[src/rtl/move_tx.sv]
// UART transmitter sending SYNC/MOVE/CHECKSUM packets, 8N1, with a one-entry pending buffer.
// Define MOVE_TX_PARITY_EN for 8E1 framing (PARITY state between DATA and STOP).
module move_tx #(
    parameter int unsigned CLKS_PER_BIT = 564,
    parameter logic [7:0]  SYNC_BYTE    = 8'hA5
) (
    input  logic       clk_in,
    input  logic       reset,
    input  logic       move_avail,
    input  logic [7:0] move,
    output logic       tx_out,
    output logic       busy,
    output logic       tx_done,
    output logic       overflow
);
    localparam int BW = (CLKS_PER_BIT > 1) ? $clog2(CLKS_PER_BIT) : 1;
    localparam logic [BW-1:0] BAUD_MAX = BW'(CLKS_PER_BIT - 1);

    localparam logic [2:0] IDLE   = 3'd0;
    localparam logic [2:0] START  = 3'd1;
    localparam logic [2:0] DATA   = 3'd2;
    localparam logic [2:0] STOP   = 3'd3;
`ifdef MOVE_TX_PARITY_EN
    localparam logic [2:0] PARITY = 3'd4;
    logic par_q, par_d;
`endif

    logic [2:0]    state_q, state_d;
    logic [BW-1:0] baud_q, baud_d;
    logic [2:0]    bit_q, bit_d;
    logic [1:0]    idx_q, idx_d;
    logic [7:0]    shift_q, shift_d;
    logic [7:0]    mv_q, mv_d;
    logic [7:0]    csum_q, csum_d;
    logic [7:0]    pend_q, pend_d;
    logic          pvld_q, pvld_d;
    logic          ovf_q, ovf_d;
    logic          done_q, done_d;
    logic          tx_q, tx_d;
    logic          baud_end;
    logic [7:0]    launch_mv;
    logic [7:0]    next_byte;

    assign baud_end  = (baud_q == BAUD_MAX);
    assign launch_mv = pvld_q ? pend_q : move;
    assign next_byte = (idx_q == 2'd0) ? mv_q : csum_q;

    always_comb begin
        state_d = state_q;
        baud_d  = baud_end ? '0 : baud_q + 1'b1;
        bit_d   = bit_q;
        idx_d   = idx_q;
        shift_d = shift_q;
        mv_d    = mv_q;
        csum_d  = csum_q;
        pend_d  = pend_q;
        pvld_d  = pvld_q;
        ovf_d   = ovf_q;
        done_d  = 1'b0;
        tx_d    = tx_q;
`ifdef MOVE_TX_PARITY_EN
        par_d   = par_q;
`endif

        // Pending buffer: in IDLE a held move is launched and the slot refilled by a same-cycle strobe.
        if (state_q == IDLE) begin
            if (pvld_q) begin
                pvld_d = move_avail;
                if (move_avail) pend_d = move;
            end
        end else if (move_avail) begin
            if (!pvld_q) begin
                pend_d = move;
                pvld_d = 1'b1;
            end else begin
                ovf_d = 1'b1;
            end
        end

        case (state_q)
            IDLE: begin
                tx_d   = 1'b1;
                baud_d = '0;
                if (pvld_q || move_avail) begin
                    state_d = START;
                    tx_d    = 1'b0;
                    shift_d = SYNC_BYTE;
                    idx_d   = 2'd0;
                    mv_d    = launch_mv;
                    csum_d  = SYNC_BYTE ^ launch_mv;
`ifdef MOVE_TX_PARITY_EN
                    par_d   = ^SYNC_BYTE;
`endif
                end
            end
            START: if (baud_end) begin
                state_d = DATA;
                bit_d   = 3'd0;
                tx_d    = shift_q[0];
            end
            DATA: if (baud_end) begin
                if (bit_q == 3'd7) begin
`ifdef MOVE_TX_PARITY_EN
                    state_d = PARITY;
                    tx_d    = par_q;
`else
                    state_d = STOP;
                    tx_d    = 1'b1;
`endif
                end else begin
                    bit_d   = bit_q + 1'b1;
                    shift_d = shift_q >> 1;
                    tx_d    = shift_q[1];
                end
            end
`ifdef MOVE_TX_PARITY_EN
            PARITY: if (baud_end) begin
                state_d = STOP;
                tx_d    = 1'b1;
            end
`endif
            STOP: if (baud_end) begin
                if (idx_q != 2'd2) begin
                    state_d = START;
                    idx_d   = idx_q + 1'b1;
                    shift_d = next_byte;
                    tx_d    = 1'b0;
`ifdef MOVE_TX_PARITY_EN
                    par_d   = ^next_byte;
`endif
                end else begin
                    state_d = IDLE;
                    done_d  = 1'b1;
                    tx_d    = 1'b1;
                end
            end
            default: begin
                state_d = IDLE;
                tx_d    = 1'b1;
            end
        endcase
    end

    always_ff @(posedge clk_in) begin
        if (reset) begin
            state_q <= IDLE;
            baud_q  <= '0;
            bit_q   <= '0;
            idx_q   <= '0;
            shift_q <= '0;
            mv_q    <= '0;
            csum_q  <= '0;
            pend_q  <= '0;
            pvld_q  <= 1'b0;
            ovf_q   <= 1'b0;
            done_q  <= 1'b0;
            tx_q    <= 1'b1;
`ifdef MOVE_TX_PARITY_EN
            par_q   <= 1'b0;
`endif
        end else begin
            state_q <= state_d;
            baud_q  <= baud_d;
            bit_q   <= bit_d;
            idx_q   <= idx_d;
            shift_q <= shift_d;
            mv_q    <= mv_d;
            csum_q  <= csum_d;
            pend_q  <= pend_d;
            pvld_q  <= pvld_d;
            ovf_q   <= ovf_d;
            done_q  <= done_d;
            tx_q    <= tx_d;
`ifdef MOVE_TX_PARITY_EN
            par_q   <= par_d;
`endif
        end
    end

    assign tx_out   = tx_q;
    assign tx_done  = done_q;
    assign overflow = ovf_q;
    assign busy     = (state_q != IDLE) | pvld_q;
endmodule
[config.mk]
export PLATFORM = sky130hd
export DESIGN_NAME = move_tx
export DESIGN_NICKNAME = d
export VERILOG_FILES = /design/src/rtl/move_tx.sv
export SDC_FILE = /design/constraint.sdc
export NUM_CORES = 1
export LEC_CHECK = 0
export ABC_AREA = 1
export BUFFER_PORTS_ARGS = -buffer_cell sky130_fd_sc_hd__buf_4
export CORE_MARGIN = 2
export CORE_UTILIZATION = 37
export CTS_CLUSTER_DIAMETER = 200
export DETAILED_ROUTE_END_ITERATION = 16
export GPL_ROUTABILITY_DRIVEN = 0
export PLACE_DENSITY = 0.62
export SYNTH_ARGS = -nofsm -noshare
export SYNTH_HDL_FRONTEND = slang
export SYNTH_SLANG_ARGS = --single-unit
[constraint.sdc]
create_clock -name clk_in -period 3.3 [get_ports clk_in]
set_input_delay 0.33 -clock clk_in [delete_from_list [all_inputs] [get_ports clk_in]]
set_output_delay 0.33 -clock clk_in [all_outputs]
set_load 0.005 [all_outputs]
Word level (Yosys, flattened, before mapping)
Cells that the tools add are included.

operators by class
  add/subtract/negate cells = 3
  equal/unequal tests = 15
  mux-type cells = 37
  reduce and logical (&&, ||, !) cells = 18
  bitwise operators = 5

operators by type and width
  cell                                            count
  2-to-1 mux 8 bit                                11
  2-to-1 mux 3 bit                                8
  case mux 8 bit (3 select lines)                 1
  inequality test 2 bit (second input constant)   9
  case mux 3 bit (4 select lines)                 1
  adder 10 x 1 -> 10 bit (second input constant)  1
  == test 10 bit (second input constant)          1
  2-to-1 mux 1 bit                                10
  AND reduction 3 bit                             3
  AND reduction 4 bit                             2
  == test 3 x 2 -> 1 bit (second input constant)  2
  2-to-1 mux 2 bit                                3
  case mux 3 bit (2 select lines)                 1
  AND reduction 6 bit                             1
  nonzero test 2 bit                              3
  nonzero test 3 bit                              2
  OR reduction 3 bit                              2
  AND reduction 5 bit                             1
  inverter 4 bit                                  1
  case mux 1 bit (4 select lines)                 1
  case mux 2 bit (2 select lines)                 1
  adder 3 x 1 -> 3 bit (second input constant)    1
  == test 3 x 1 -> 1 bit (second input constant)  1
  == test 3 bit (second input constant)           1
  8 further kinds                                 10

word-level totals
  register bits = 54
  output and inout bits = 4
  input port bits = 11

Logic depth before layout (Yosys ltp)
  word-level depth = 5
  gate-level depth with buffers = 10

Worst setup path after synthesis
Ideal clock, no wire load.

  path type = register -> register
  start = reg state_q[0]
  end = reg pend_q[6]
  arrival = 1.434 ns
  stages on the path, launching flop included = 10
  period minus slack after synthesis = 1.520 ns
  slack = 1.780 ns
  required time = 3.214 ns
  path through = dfxtp_1 -> inv_1 -> ha_1 -> buf_6 -> inv_1 -> nand2_1 -> nand2_1 -> buf_2 -> nor2_1 -> a211oi_1

on the way
  cells in the longest elaborated chain, start to end = 3
  elaborated cells on any way between the ends = 5

RTL lines
  what                                                                          RTL line  source
  start: declaration                                                            28        logic [2:0] state_q, state_d;
  start signal: assignment                                                      162       state_q <= state_d;
  zero test 3 bit (*)                                                           66        if (state_q == IDLE) begin
  inequality test 2 bit (no source line) or nonzero test 2 bit (tied branches)  -
  AND reduction 3 bit (no source line)                                          -
  end signal: assignment                                                        169       pend_q <= pend_d;
  end: declaration                                                              35        logic [7:0] pend_q, pend_d;

Every way passes the cells marked *; elsewhere a longest branch is shown, timed or not.
A chain may end at the register's enable or synchronous reset.

Final worst setup path
  start = reg state_q[0]
  end = reg pend_q[4]

The elaborated chain is that of the path after synthesis.

==> out/metrics.cfg <==
[status]
status=completed

[floorplanning]
coreArea_mm2=0.00631
initial_core_util=0.380
die_area_mm2=0.00715
die_h_um=84.6
boundaryPins=15
rows=29
die_w_um=84.6

[layout]
final_cells=418
nets=360
antenna-diode-count=0
drive_gt1_frac=0.114
area_growth_pct=10.8

[logic_synthesis]
synthTopCellsByCount=nand2_1, nor2_1, dfxtp_1
ys_types=34
yosysMostFrequentCell=nand2_1
ys_seq_area_frac=0.409
ys_warn_count=0
synth-seq-cells=49
synth_cells=330
yosysTopAreaCell=dfxtp_1
synth_edf_count=0
synthArstFlopShare=0
netlist.area_leader.share=0.409
synth_area_leaders=dfxtp_1, nand2_1, nor2_1, inv_1, o21ai_0
syn_area_per_cell_um2=7.28
synth-main-ff-cell=dfxtp_1
synth_fp_nets=350
syn_area_mm2=0.00240

[clock_network]
ctsHoldBuffers=0
htreeDepth=2
postCtsSetupBuffers=0
cts.path.max_buffers=2
cts-resized-gates=0
cts_tree=yes
worstSkewPairLatency_ps=300
clock-sinks=49
cts_made_buffers=5
clkSlewWorstSetupHoldPaths_ps=90
clockRootBuffer=clkbuf_8

[setup_path]
timing.rr.start=state_q[0]
cp_data_arrival_time_ps=2020
cp-start-kind=flip-flop
rrSetupSlack_ps=1450
r2r-end=pend_q[4]
crit_buf_inv=2
path_delay_family=simple AND/OR/NAND/NOR gates
critPathCaptureType=flip-flop
reg2reg_depth=7
slowest_stage=ha_1
path_max_fanout=16
critPathRequiredTime_ps=3470
critPathKind=flip-flop to flip-flop
crit_chain=inv_1 > ha_1 > inv_1 > nand2_1 > nand2_1 > nor2_1 > a211oi_1
critPathMaxStageDelay_ps=430

[worst_hold_path]
holdPathEnd=pend_q[6]
min-delay-path-class=primary input to flip-flop
min_from=move[6]
hold_depth=3

[pwr]
power_density_mw_per_mm2=799
leakagePower_nw=1.11
max-vdd-ir-drop_mv=0.335

[grt]
grt_pass1_wl_mm=8.46
overflow=0
grt_max_degree=23
antenna_found_initial=0
track_usage=0.145
grt_pass1_vias=1955

[sta]
worst_pin_slew_ps=708
setup_tns_ps=0
slew_headroom=0.527
rsz0062_at_grt=no
hold_slack_ps=314
fin_skew_ps=3.84
hold_viol=0
max_freq_mhz=540
slew_viol_final=0
setup_viol=0
finalCritPeriodShare=0.561
period_needed_ps=1850

[detailed_routing]
routed-via-count=2071
viasPerCell=4.95
wl_per_cell_um=11.4
route.detailed.drc=0
wirelength_mm=4.76
ant_nets=0
drtIter0Drc=92
firstDrtPassIters=4

[placement]
dp_cells=410
dp_hpwl_mm=3.44
port_buffers=14

[job]
drv_cap=0

==> worst reg2reg max path, cell delays in order, from the launching register on <==
cell      delay, ps
dfxtp_1         360
inv_1            90
ha_1            430
inv_1           130
nand2_1         120
nand2_1         320
nor2_1          210
a211oi_1         60
==> logic make-up after synthesis <==
logic type                 count (synthesis)  synth area share
adders and majority gates                  9            0.0469
and+or+nand+nor                          153             0.293
xor gates and xnor gates                   3            0.0109
DFF                                       49             0.409
AOI/OAI and AO/OA                         64             0.151
buffers and inverters                     52            0.0896
==> flip-flops by register name (all words and copies together), names as in the netlist <==
name / flops
baud_q: 10
mv_q: 8
pend_q: 8
shift_q: 8
csum_q: 4
bit_q: 3
idx_q: 2
state_q: 2
overflow: 1
pvld_q: 1
tx_done: 1
tx_out: 1
==> worst max-delay path by stage <==
| stage | start | end | slack, ps | cells after the start |
|---|---|---|---|---|
| 2_1_floorplan | state_q[0] | pend_q[6] | 1780 | 9 |
| 3_3_place_gp | state_q[1] | pend_q[6] | 1540 | 7 |
| 3_5_place_dp | state_q[0] | pend_q[4] | 1460 | 7 |
| 4_1_cts | state_q[0] | pend_q[4] | 1450 | 7 |
| 5_1_grt | state_q[1] | pend_q[6] | 1170 | 7 |
| 6_report | state_q[0] | pend_q[4] | 1450 | 7 |
==> power by group <==
part | leakage, nW | switching [mW] | total (mW) | internal, mW
logic | 0.646 | 0.539 | 0.851 | 0.312
registers | 0.402 | 0.0756 | 0.822 | 0.746
clock network | 0.0574 | 0.208 | 0.454 | 0.247
==> routing by layer <==
metal  track usage  wire, um  vias up
met5             0         0        -
met4        0.0548        76        0
met3        0.0295       128        8
met2         0.244      2190       24
met1         0.183      2370      943
li1              -         -     1096
==> placed cells by master, fill, tap and decap left out, types with 7 or more instances in the layout <==
| master | instances |
|---|---|
| a211oi_1 | 9 |
| a21oi_1 | 23 |
| buf_4 | 14 |
| dfxtp_1 | 49 |
| ha_1 | 9 |
| inv_1 | 38 |
| nand2_1 | 57 |
| nand3_1 | 14 |
| nand4_1 | 7 |
| nor2_1 | 50 |
| o21ai_0 | 24 |
==> cell type report <==
cell class / instances / area (um2)
inverter: 41 / 154
multi-input combinational: 229 / 1200
fill: 662 / 3650
tap: 77 / 96.3
clock buffer: 6 / 82.6
timing repair buffer: 14 / 105
clock inverter: 2 / 37.5
sequential: 49 / 981
==> through the flow <==
stage	cell area [um2]	worst slack, ps	util	power (mW)
2_1_floorplan	2400	1780	-	1.53
3_3_place_gp	2540	1540	0.402	1.67
3_5_place_dp	2540	1460	0.402	1.69
4_1_cts	2660	1450	0.422	2.14
5_1_grt	2660	1170	0.422	2.31
6_report	2660	1450	0.422	2.13
No activity file was read; power rests on OpenSTA's default activity.
